### src/rtl/rst_pkg.sv
// Shared types and defaults for the 48 MHz reset sequencer.
// Imported by the synchroniser and the sequencer top.
package rst_pkg;

    localparam int DEF_SYNC_STAGES = 2;
    localparam int DEF_HOLD_CYCLES = 4096;

    typedef enum logic [1:0] {
        S_RESET = 2'd0,
        S_COUNT = 2'd1,
        S_RUN   = 2'd2
    } rst_state_t;

endpackage

### src/rtl/reset_sync_chain.sv
// N-stage async-clear synchroniser.
// Shifts a constant 1 through the chain once clr falls.
module reset_sync_chain
    import rst_pkg::*;
#(
    parameter int STAGES = DEF_SYNC_STAGES
) (
    input  logic clk,
    input  logic clr,
    output logic q
);

    logic [STAGES-1:0] stage;

    always_ff @(posedge clk or posedge clr) begin
        if (clr) begin
            stage <= '0;
        end else begin
            stage <= {stage[STAGES-2:0], 1'b1};
        end
    end

    assign q = stage[STAGES-1];

endmodule

### src/rtl/global_reset_seq.sv
// Reset sequencer: async assert, sync release after lock holds.
// Combines the external reset with the PLL lock qualifier.
module global_reset_seq
    import rst_pkg::*;
#(
    parameter int SYNC_STAGES = DEF_SYNC_STAGES,
    parameter int HOLD_CYCLES = DEF_HOLD_CYCLES
) (
    input  logic clk,
    input  logic reset,
    input  logic rst_in,
    output logic rst,
    output logic rst_n,
    output logic rst_done
);

    localparam int CW = $clog2(HOLD_CYCLES + 1);
    localparam logic [CW-1:0] LAST = CW'(HOLD_CYCLES - 1);
    localparam logic [CW-1:0] ONE  = CW'(1);

    logic       arst;
    logic       lock_s;
    logic [CW-1:0] count;
    rst_state_t state;

    assign arst = reset | ~rst_in;

    reset_sync_chain #(
        .STAGES(SYNC_STAGES)
    ) u_sync (
        .clk(clk),
        .clr(arst),
        .q  (lock_s)
    );

    // The edge that first sees lock_s counts as hold cycle one.
    always_ff @(posedge clk or posedge arst) begin
        if (arst) begin
            state    <= S_RESET;
            count    <= '0;
            rst      <= 1'b1;
            rst_n    <= 1'b0;
            rst_done <= 1'b0;
        end else begin
            rst_done <= 1'b0;
            unique case (state)
                S_RESET: begin
                    if (lock_s) begin
                        count <= ONE;
                        if (HOLD_CYCLES == 1) begin
                            state    <= S_RUN;
                            rst      <= 1'b0;
                            rst_n    <= 1'b1;
                            rst_done <= 1'b1;
                        end else begin
                            state <= S_COUNT;
                        end
                    end
                end
                S_COUNT: begin
                    count <= count + ONE;
                    if (count == LAST) begin
                        state    <= S_RUN;
                        rst      <= 1'b0;
                        rst_n    <= 1'b1;
                        rst_done <= 1'b1;
                    end
                end
                S_RUN: begin
                    count <= count;
                end
                default: begin
                    state <= S_RESET;
                    count <= '0;
                    rst   <= 1'b1;
                    rst_n <= 1'b0;
                end
            endcase
        end
    end

endmodule

### config.mk
export PLATFORM = sky130hd
export DESIGN_NAME = global_reset_seq
export DESIGN_NICKNAME = d
export VERILOG_FILES = /design/src/rtl/rst_pkg.sv /design/src/rtl/reset_sync_chain.sv /design/src/rtl/global_reset_seq.sv
export SDC_FILE = /design/constraint.sdc
export NUM_CORES = 1
export LEC_CHECK = 0
export ABC_AREA = 1
export CAP_MARGIN = 0
export CORE_MARGIN = 3
export CORE_UTILIZATION = 55
export CTS_CLUSTER_DIAMETER = 100
export DETAILED_ROUTE_END_ITERATION = 16
export MAX_ROUTING_LAYER = met4
export PLACE_DENSITY = 0.8
export SETUP_SLACK_MARGIN = 0.05
export SLEW_MARGIN = 20
export SYNTH_ARGS = -nofsm -noshare
export SYNTH_HDL_FRONTEND = slang
export SYNTH_HIERARCHICAL = 1
export SYNTH_SLANG_ARGS = --single-unit
### constraint.sdc
create_clock -name clk -period 1.4 [get_ports clk]
set_clock_uncertainty 0.05 [all_clocks]
set_input_delay 0.28 -clock clk [delete_from_list [all_inputs] [get_ports clk]]
set_output_delay 0.28 -clock clk [all_outputs]
set_load 0.1 [all_outputs]
==> impl_metrics.env, run 1 <==
export IMPL_via_per_inst=5.25
export IMPL_setup_violations=0
export IMPL_avgSynthCellArea_um2=8.04
export IMPL_worstHoldEndpoint="u_sync/stage[1]"
export IMPL_synth_top_area_share=0.448
export IMPL_hold_buffers=0
export IMPL_r2r_end="rst_n"
export IMPL_drtPass1Iterations=4
export IMPL_numClockSinks=20
export IMPL_antenna_left=0
export IMPL_htree_levels=1
export IMPL_critPathLaunch="rst"
export IMPL_place_area_um2=1210
export IMPL_finalCritPeriodShare=0.985
export IMPL_whs_ns=0.319
export IMPL_hold_viol_final=0
export IMPL_tritoncts="yes"
export IMPL_power_leakage_nw=0.600
export IMPL_hp_class="register to register"
export IMPL_hold_depth=0
export IMPL_clkTransAtPathRegs_ns=0.10
export IMPL_post_cts_setup_buffer_count=0
export IMPL_layout_min_cycle_time_ns=1.38
export IMPL_synthCells=132
export IMPL_top_usage_layer="met2"
export IMPL_cts_buffers=3
export IMPL_yosys_cell_types_count=22
export IMPL_fin_util=0.707
export IMPL_place_congestion=0.934
export IMPL_final_cell_mix="nand2_1 (35), dfrtp_1 (19), inv_1 (13)"
export IMPL_path_max_fanout=2
export IMPL_clkLatencyLatePin_ns=0.29
export IMPL_required_ns=1.07
export IMPL_avgRoutedWirePerCell_um=12.4
export IMPL_r2r_start="count[0]"
export IMPL_synthesis_area_um2=1060
export IMPL_crit_chain="buf_12"
export IMPL_end_kind="output port"
export IMPL_fmax_mhz=725
export IMPL_grtUsageMet1=0.250
export IMPL_fin_area_um2=1260
export IMPL_synth_top_area_cell="dfrtp_1"
export IMPL_io_pins=6
export IMPL_cpLargestDelayFamily="flip-flops"
export IMPL_dieArea_um2=2490
export IMPL_slowest_delay_ns=0.58
export IMPL_ff2ff_path_depth=7
export IMPL_layout_commonest_cell="nand2_1"
export IMPL_grt_pass1_vias=856
export IMPL_grtUsageTotal=0.193
export IMPL_worstHoldStart="u_sync/stage[0]"
export IMPL_synthToLayoutAreaGrowth_pct=18.9
export IMPL_die_h_um=49.9
export IMPL_start_util=0.595
export IMPL_clockBufferDepth=2
export IMPL_dp_hpwl_um=1520
export IMPL_gr_total_overflow=0
export IMPL_max_cap_violations=0
export IMPL_synth_seq_area_share=0.473
export IMPL_status="complete, no violations"
export IMPL_die_w_um=49.9
export IMPL_grt_pass1_wl_um=3520
export IMPL_drive_above_1_share=0.222
export IMPL_rows=15
export IMPL_path_buf_inv=1
export IMPL_synth_warning_count=6
export IMPL_fin_setup_tns_ns=0
export IMPL_ys_ff_latch=20
export IMPL_startpoint_type="register"
export IMPL_vias=887
export IMPL_drc=0
export IMPL_grt_use_met2=0.284
export IMPL_ir_drop_v=0.000991
export IMPL_port_buffers=5
export IMPL_fp_coreArea_um2=1780
export IMPL_n_antenna_cell=0
export IMPL_ys_top_cells_by_area="dfrtp_1 (45%), nand2_1 (12%), nor2_4 (5.3%)"
export IMPL_slowest_stage="dfstp_2"
export IMPL_antenna_found_initial=0
export IMPL_power_density_nw_per_um2=1270
export IMPL_grt_start_max_net_pins=20
export IMPL_drv_slew=0
export IMPL_rsz0062_at_grt="true"
export IMPL_worstSetupPathType="register to output port"
export IMPL_wl_um=2100
export IMPL_rrSetupSlack_ns=0.06
export IMPL_synth_fp_nets=136
export IMPL_arrival_ns=1.05
export IMPL_grtUsageMet3=0.0363
export IMPL_total_power_mw=1.61
export IMPL_first_iter_violations=18
export IMPL_nNetsFinal=149
export IMPL_cts_root_buffer="clkbuf_4"
## state kept, by name, indices dropped and copies added, names as in the netlist
name	count
state	2
rst_done	1
count	13
rst_n	1
rst	1
u_sync/stage	2
## where the power goes
group          total [mW]  switching [mW]  internal, mW
Combinational       0.490           0.303         0.186
Sequential          0.844           0.160         0.684
Clock               0.274           0.163         0.111
## worst max path at each step
stage                     endpoint  depth (start not counted)  slack (ns)
after detailed placement       rst                          8        0.09
final                          rst                          1        0.02
after floorplan           count[0]                          2        0.11
after CTS                      rst                          1      -0.004
after global routing         rst_n                          7       -0.05
after global placement    state[1]                          7        0.13
## kinds of logic (layout without fill, tap and decap cells)
family | after synthesis | count (layout) | synth area share
other cells | 1 | 1 | 0.00353
compound gates | 19 | 19 | 0.104
buf+inv | 19 | 31 | 0.0708
flops | 20 | 20 | 0.473
simple gates | 71 | 71 | 0.328
fa+ha+maj | 1 | 1 | 0.0118
mux | 1 | 1 | 0.00943
## synth_stat cells, drive strengths merged
master / instances
dfstp: 1
dfrtp: 19
buf: 1
nand2: 40
inv: 18
nor2: 15
nand4: 5
nand3: 10
conb: 1
nor3: 1
ha: 1
o21ai: 12
a21oi: 6
mux2i: 1
a22o: 1
## stage by stage
stage / setup slack (ns) / instances
floorplan: 0.106 / 132
CTS: -0.00406 / 169
global placement: 0.133 / 165
finish: 0.0210 / 169
global route: -0.0491 / 169
detailed placement: 0.0945 / 165
## routing by layer
metal / share of wire / up-vias
li1: - / 446
met1: 0.44 / 420
met2: 0.50 / 15
met3: 0.041 / 6
met4: 0.025 / 0
met5: 0 / -
## final cells by class
type / instances / area (um^2)
timing repair buffer: 9 / 123
inverter: 18 / 67.6
multi-input combinational: 93 / 512
clock buffer: 4 / 26.3
fill: 140 / 522
sequential: 20 / 502
tap: 25 / 31.3
## timing repair
| item | 4_1_cts | 5_1_grt |
|---|---|---|
| resized for setup | 0 | 6 |
| endpoints found under the setup margin | 1 | 10 |
| pin swaps | 0 | 2 |
Note: power is estimated with default switching activity, not from simulation.
==> inputs of run 2 (changes only) <==
--- a/config.mk
+++ b/config.mk
@@ -11,8 +11,9 @@
 export CORE_UTILIZATION = 55
 export CTS_CLUSTER_DIAMETER = 100
 export DETAILED_ROUTE_END_ITERATION = 16
+export GPL_TIMING_DRIVEN = 1
 export MAX_ROUTING_LAYER = met4
-export PLACE_DENSITY = 0.8
+export PLACE_DENSITY = 0.74
 export SETUP_SLACK_MARGIN = 0.05
 export SLEW_MARGIN = 20
 export SYNTH_ARGS = -nofsm -noshare
==> run 2 against run 1 <==
Compared with the run above: fmax down 1.2%; routed wire length up 16%; combinational power up 17%.
==> impl_metrics.env, run 2 (same netlist as run 1, synthesis figures left out) <==
export IMPL_ir_drop_v=0.000805
export IMPL_rows=15
export IMPL_first_iter_violations=23
export IMPL_grt_pass1_vias=911
export IMPL_place_inst=164
export IMPL_avgRoutedWirePerCell_um=13.9
export IMPL_path_max_fanout=2
export IMPL_cts_root_buffer="clkbuf_4"
export IMPL_tritoncts="yes"
export IMPL_finalNonFillerCells=175
export IMPL_antenna_left=0
export IMPL_cts_buffers=3
export IMPL_final_cell_mix="nand2_1 (33), dfrtp_1 (19), inv_1 (13)"
export IMPL_power_leakage_nw=0.637
export IMPL_grt_start_max_net_pins=20
export IMPL_largest_register_ffs=13
export IMPL_dp_hpwl_um=1510
export IMPL_cp_depth=1
export IMPL_crit_chain="buf_12"
export IMPL_fin_area_um2=1330
export IMPL_hold_viol_final=0
export IMPL_fmax_mhz=716
export IMPL_hold_depth=0
export IMPL_synthToLayoutAreaGrowth_pct=25.0
export IMPL_path_buf_inv=1
export IMPL_start_util=0.595
export IMPL_antenna_found_initial=0
export IMPL_grtUsageTotal=0.223
export IMPL_clkTransAtPathRegs_ns=0.12
export IMPL_drv_slew=0
export IMPL_setup_violations=0
export IMPL_rsz0062_at_grt="true"
export IMPL_drtPass1Iterations=4
export IMPL_port_buffers=5
export IMPL_numClockSinks=20
export IMPL_drive_above_1_share=0.273
export IMPL_r2r_end="rst"
export IMPL_slowest_delay_ns=0.58
export IMPL_clockBufferDepth=2
export IMPL_htree_levels=1
export IMPL_layout_commonest_cell="nand2_1"
export IMPL_grt_pass1_wl_um=4060
export IMPL_layout_min_cycle_time_ns=1.40
export IMPL_n_antenna_cell=0
export IMPL_status="complete, no violations"
export IMPL_slowest_stage="dfstp_2"
export IMPL_via_per_inst=5.56
export IMPL_startpoint_type="register"
export IMPL_power_density_nw_per_um2=1420
export IMPL_hold_buffers=0
export IMPL_die_h_um=49.9
export IMPL_wl_um=2430
export IMPL_required_ns=1.07
export IMPL_r2r_start="count[1]"
export IMPL_nNetsFinal=155
export IMPL_io_pins=6
export IMPL_worstHoldEndpoint="u_sync/stage[1]"
export IMPL_dieArea_um2=2490
export IMPL_end_kind="output port"
export IMPL_arrival_ns=1.07
export IMPL_place_area_um2=1200
export IMPL_hp_class="register to register"
export IMPL_die_w_um=49.9
export IMPL_gr_total_overflow=0
export IMPL_vias=973
export IMPL_top_register="count"
export IMPL_ff2ff_path_depth=8
export IMPL_finalCritPeriodShare=0.997
export IMPL_drc=0
export IMPL_worstSetupPathType="register to output port"
export IMPL_worstHoldStart="u_sync/stage[0]"
export IMPL_largest_registers="count (13), state (2), u_sync/stage (2)"
export IMPL_place_congestion=0.850
export IMPL_clkLatencyLatePin_ns=0.31
export IMPL_cpLargestDelayFamily="flip-flops"
export IMPL_rrSetupSlack_ns=0.04
export IMPL_max_cap_violations=0
export IMPL_fp_coreArea_um2=1780
run 2: routing by layer:
layer / track usage / vias to the layer above / part of all wire
li1: - / 457 / -
met1: 0.279 / 456 / 0.39
met2: 0.330 / 51 / 0.49
met3: 0.0423 / 9 / 0.090
met4: 0.138 / 0 / 0.030
met5: - / - / 0
run 2: area by class of cell:
cell class / count / area, um^2
Fill cell: 125 / 457
Sequential cell: 20 / 502
Tap cell: 25 / 31.3
Multi-Input combinational cell: 94 / 513
Clock buffer: 3 / 22.5
Inverter: 18 / 67.6
Clock inverter: 1 / 30.0
Timing Repair Buffer: 14 / 160
run 2: what timing repair did:
item                                    CTS  global route
buffers inserted                          1             5
pin swaps                                 0             5
gates cloned                              0             1
resized for setup                         0             7
endpoints found under the setup margin    2            12
run 2: stage by stage:
step | utilization | setup TNS (ns) | total power [mW] | setup WS, ns | hold WS [ns]
global route | 0.744 | -0.181 | 2.00 | -0.0356 | 0.341
global placement | 0.673 | 0 | 1.25 | 0.129 | 0.295
CTS | 0.707 | -0.00685 | 1.76 | -0.00685 | 0.329
detailed placement | 0.673 | 0 | 1.27 | 0.0532 | 0.292
finish | 0.744 | 0 | 1.88 | 0.00395 | 0.327
floorplan | - | 0 | 1.16 | 0.106 | 0.281
run 2: worst max-delay path by stage:
stage / startpoint / end
finish: rst / rst
global route: count[2] / count[3]
CTS: rst / rst
detailed placement: count[0] / rst
global placement: count[0] / rst_done
floorplan: rst_in / count[0]
run 2: power breakdown:
part           switching (mW)  internal (mW)
clock                   0.193          0.290
combinational           0.340          0.232
sequential              0.142          0.684
total                   0.675           1.21
==> inputs of run 3 (changes only) <==
--- a/config.mk
+++ b/config.mk
@@ -5,7 +5,6 @@
 export SDC_FILE = /design/constraint.sdc
 export NUM_CORES = 1
 export LEC_CHECK = 0
-export ABC_AREA = 1
 export CAP_MARGIN = 0
 export CORE_MARGIN = 3
 export CORE_UTILIZATION = 55
@@ -13,7 +12,7 @@
 export DETAILED_ROUTE_END_ITERATION = 16
 export GPL_TIMING_DRIVEN = 1
 export MAX_ROUTING_LAYER = met4
-export PLACE_DENSITY = 0.74
+export PLACE_DENSITY = 0.75
 export SETUP_SLACK_MARGIN = 0.05
 export SLEW_MARGIN = 20
 export SYNTH_ARGS = -nofsm -noshare
==> run 3 against run 2 <==
Compared with the run above: the run now ends with setup timing left; synthesized cell count shrank 27%; hold slack lost 0.0039 ns; first-iteration DRC count shrank 26%; final cell count shrank 24%; register-to-register slack lost 0.09 ns; via count shrank 18%; worst setup slack lost 0.051 ns; design area shrank 5.8%.
==> impl_metrics.env, run 3 <==
export IMPL_status="finished with violations"
export IMPL_violations="setup timing"
export IMPL_yosys_cell_types_count=32
export IMPL_clkLatencyLatePin_ns=0.30
export IMPL_synth_top_area_cell="dfrtp_1"
export IMPL_ys_top_cells_by_area="dfrtp_1 (50%), o21ai_0 (9.4%), nand3_1 (3.7%)"
export IMPL_tritoncts="yes"
export IMPL_required_ns=1.59
export IMPL_die_w_um=47.7
export IMPL_fin_util=0.792
export IMPL_largest_register_ffs=13
export IMPL_swShare=0.299
export IMPL_synthesis_area_um2=955
export IMPL_avgSynthCellArea_um2=9.94
export IMPL_layout_min_cycle_time_ns=1.45
export IMPL_hp_class="register to register"
export IMPL_first_iter_violations=17
export IMPL_synth_warning_count=6
export IMPL_final_cell_mix="dfrtp_1 (18), buf_4 (17), o21ai_0 (9), o21ai_1 (9), nand2_1 (7)"
export IMPL_arrival_ns=1.64
export IMPL_cts_root_buffer="clkbuf_4"
export IMPL_drv_slew=0
export IMPL_power_leakage_nw=0.552
export IMPL_die_h_um=47.7
export IMPL_power_density_nw_per_um2=1130
export IMPL_antenna_found_initial=0
export IMPL_antenna_left=0
export IMPL_crit_chain="ha_2, and3_4, nand4_4, or3_1, nand3_1"
export IMPL_clockBufferDepth=2
export IMPL_via_per_inst=5.96
export IMPL_n_antenna_cell=0
export IMPL_wl_um=2040
export IMPL_dpl_worst_slack_ns=-0.110
export IMPL_gr_total_overflow=0
export IMPL_worstSetupPathType="register to register"
export IMPL_io_pins=6
export IMPL_setup_violations=5
export IMPL_drive_above_1_share=0.333
export IMPL_finalNonFillerCells=133
export IMPL_clkPwrFrac=0.199
export IMPL_fmax_mhz=691
export IMPL_vias=793
export IMPL_synth_top_area_share=0.498
export IMPL_numClockSinks=20
export IMPL_seq_power_share=0.523
export IMPL_synth_common_cells="dfrtp_1 (19), o21ai_0 (18), nand2_1 (7), nand3_1 (7)"
export IMPL_finalCritPeriodShare=1.03
export IMPL_ir_drop_v=0.000903
export IMPL_grt_pass1_vias=726
export IMPL_max_cap_violations=0
export IMPL_synthCells=96
export IMPL_fp_coreArea_um2=1580
export IMPL_ys_ff_latch=20
export IMPL_place_inst=125
export IMPL_top_register="count"
export IMPL_nFillCells=112
export IMPL_clkTransAtPathRegs_ns=0.11
export IMPL_whs_ns=0.323
export IMPL_p_int_mw=0.985
export IMPL_yosysMostFrequentCell="dfrtp_1"
export IMPL_rows=14
export IMPL_port_buffers=5
export IMPL_p_comb_frac=0.278
export IMPL_startpoint_type="register"
export IMPL_synth_edf_count=0
export IMPL_synth_seq_area_share=0.526
export IMPL_end_kind="register"
export IMPL_dp_hpwl_um=1430
export IMPL_layout_commonest_cell="dfrtp_1"
export IMPL_drtPass1Iterations=4
export IMPL_drc=0
export IMPL_synthToLayoutAreaGrowth_pct=30.8
export IMPL_hold_viol_final=0
export IMPL_rrSetupSlack_ns=-0.05
export IMPL_largest_registers="count (13), state (2), u_sync/stage (2)"
export IMPL_grt_pass1_wl_um=3260
export IMPL_ys_async_sr_fraction=1.00
export IMPL_avgRoutedWirePerCell_um=15.3
export IMPL_dieArea_um2=2270
export IMPL_path_max_fanout=5
export IMPL_place_congestion=0.832
export IMPL_synth_ff_type="dfrtp_1"
export IMPL_setup_ws_ns=-0.0468
export IMPL_grtUsageTotal=0.216
export IMPL_p_sw_mw=0.421
export IMPL_slowest_stage="dfrtp_1"
export IMPL_cts_buffers=3
export IMPL_rsz0062_at_grt="true"
export IMPL_htree_levels=1
export IMPL_grt_start_max_net_pins=20
export IMPL_nNetsFinal=122
export IMPL_synth_fp_nets=100
export IMPL_start_util=0.606
export IMPL_slowest_delay_ns=0.39
## run 3: repair_timing
action	4_1_cts	5_1_grt
hold buffers	0	0
setup buffers	3	1
endpoints found under the setup margin	17	15
pin swaps	3	2
resized for setup	8	11
## run 3: cells by family after synthesis
kind of cell / after synthesis / synth area share
other: 1 / 0.00393
DFF: 20 / 0.526
xor gates and xnor gates: 2 / 0.0184
buffers and inverters: 10 / 0.0511
and+or+nand+nor: 31 / 0.198
AOI/OAI and AO/OA: 30 / 0.180
adders and majority gates: 1 / 0.0131
muxes: 1 / 0.0105
## run 3: path summary, 6_finish.rpt
| check | start | end | cells after the start |
|---|---|---|---|
| max | count[0] | count[12] | 5 |
| min | u_sync/stage[0] | u_sync/stage[1] | 0 |
| max reg2reg | count[0] | count[12] | 5 |
| min reg2reg | u_sync/stage[0] | u_sync/stage[1] | 0 |
| max in group asynchronous | rst_in | u_sync/stage[1] | 5 |
| min in group asynchronous | reset | count[6] | 3 |
## run 3: through the flow
stage / total power, mW / area [um^2] / setup TNS (ns)
4_1_cts: 1.38 / 1220 / -0.0605
6_report: 1.41 / 1250 / -0.173
5_1_grt: 1.50 / 1250 / -0.656
3_5_place_dp: 1.07 / 1150 / -0.794
3_3_place_gp: 1.04 / 1150 / -0.145
2_1_floorplan: 0.922 / 968 / -0.0209
## run 3: critical path, delay by kind of cell, from the launching register on
family,cells,cell delay [ns]
AND/OR/NAND/NOR,4,0.76
flip-flops,1,0.39
adder cells (fa/ha/maj),1,0.19
## run 3: layer usage
layer	up-vias	routed length, um	GRT usage
li1	386	-	-
met1	383	936	0.285
met2	22	1030	0.329
met3	2	60	0.0338
met4	0	12	0.0914
met5	-	0	-
## run 3: layout make-up
class | instances | area [um^2] | area share
well taps | 16 | 20.0 | 0.0160
flip-flops and latches | 20 | 503 | 0.403
inverters | 4 | 15.0 | 0.0120
repair buffers | 23 | 228 | 0.182
multi-input cells | 66 | 457 | 0.366
clock buffers | 4 | 26.3 | 0.0210
## run 3: power groups by stage
stage | Combinational (mW) | Clock, mW | Sequential [mW]
finish | 0.391 | 0.280 | 0.735
global placement | 0.312 | 0 | 0.731
global route | 0.437 | 0.312 | 0.748
floorplan | 0.178 | 0 | 0.743
CTS | 0.368 | 0.286 | 0.728
detailed placement | 0.329 | 0 | 0.739
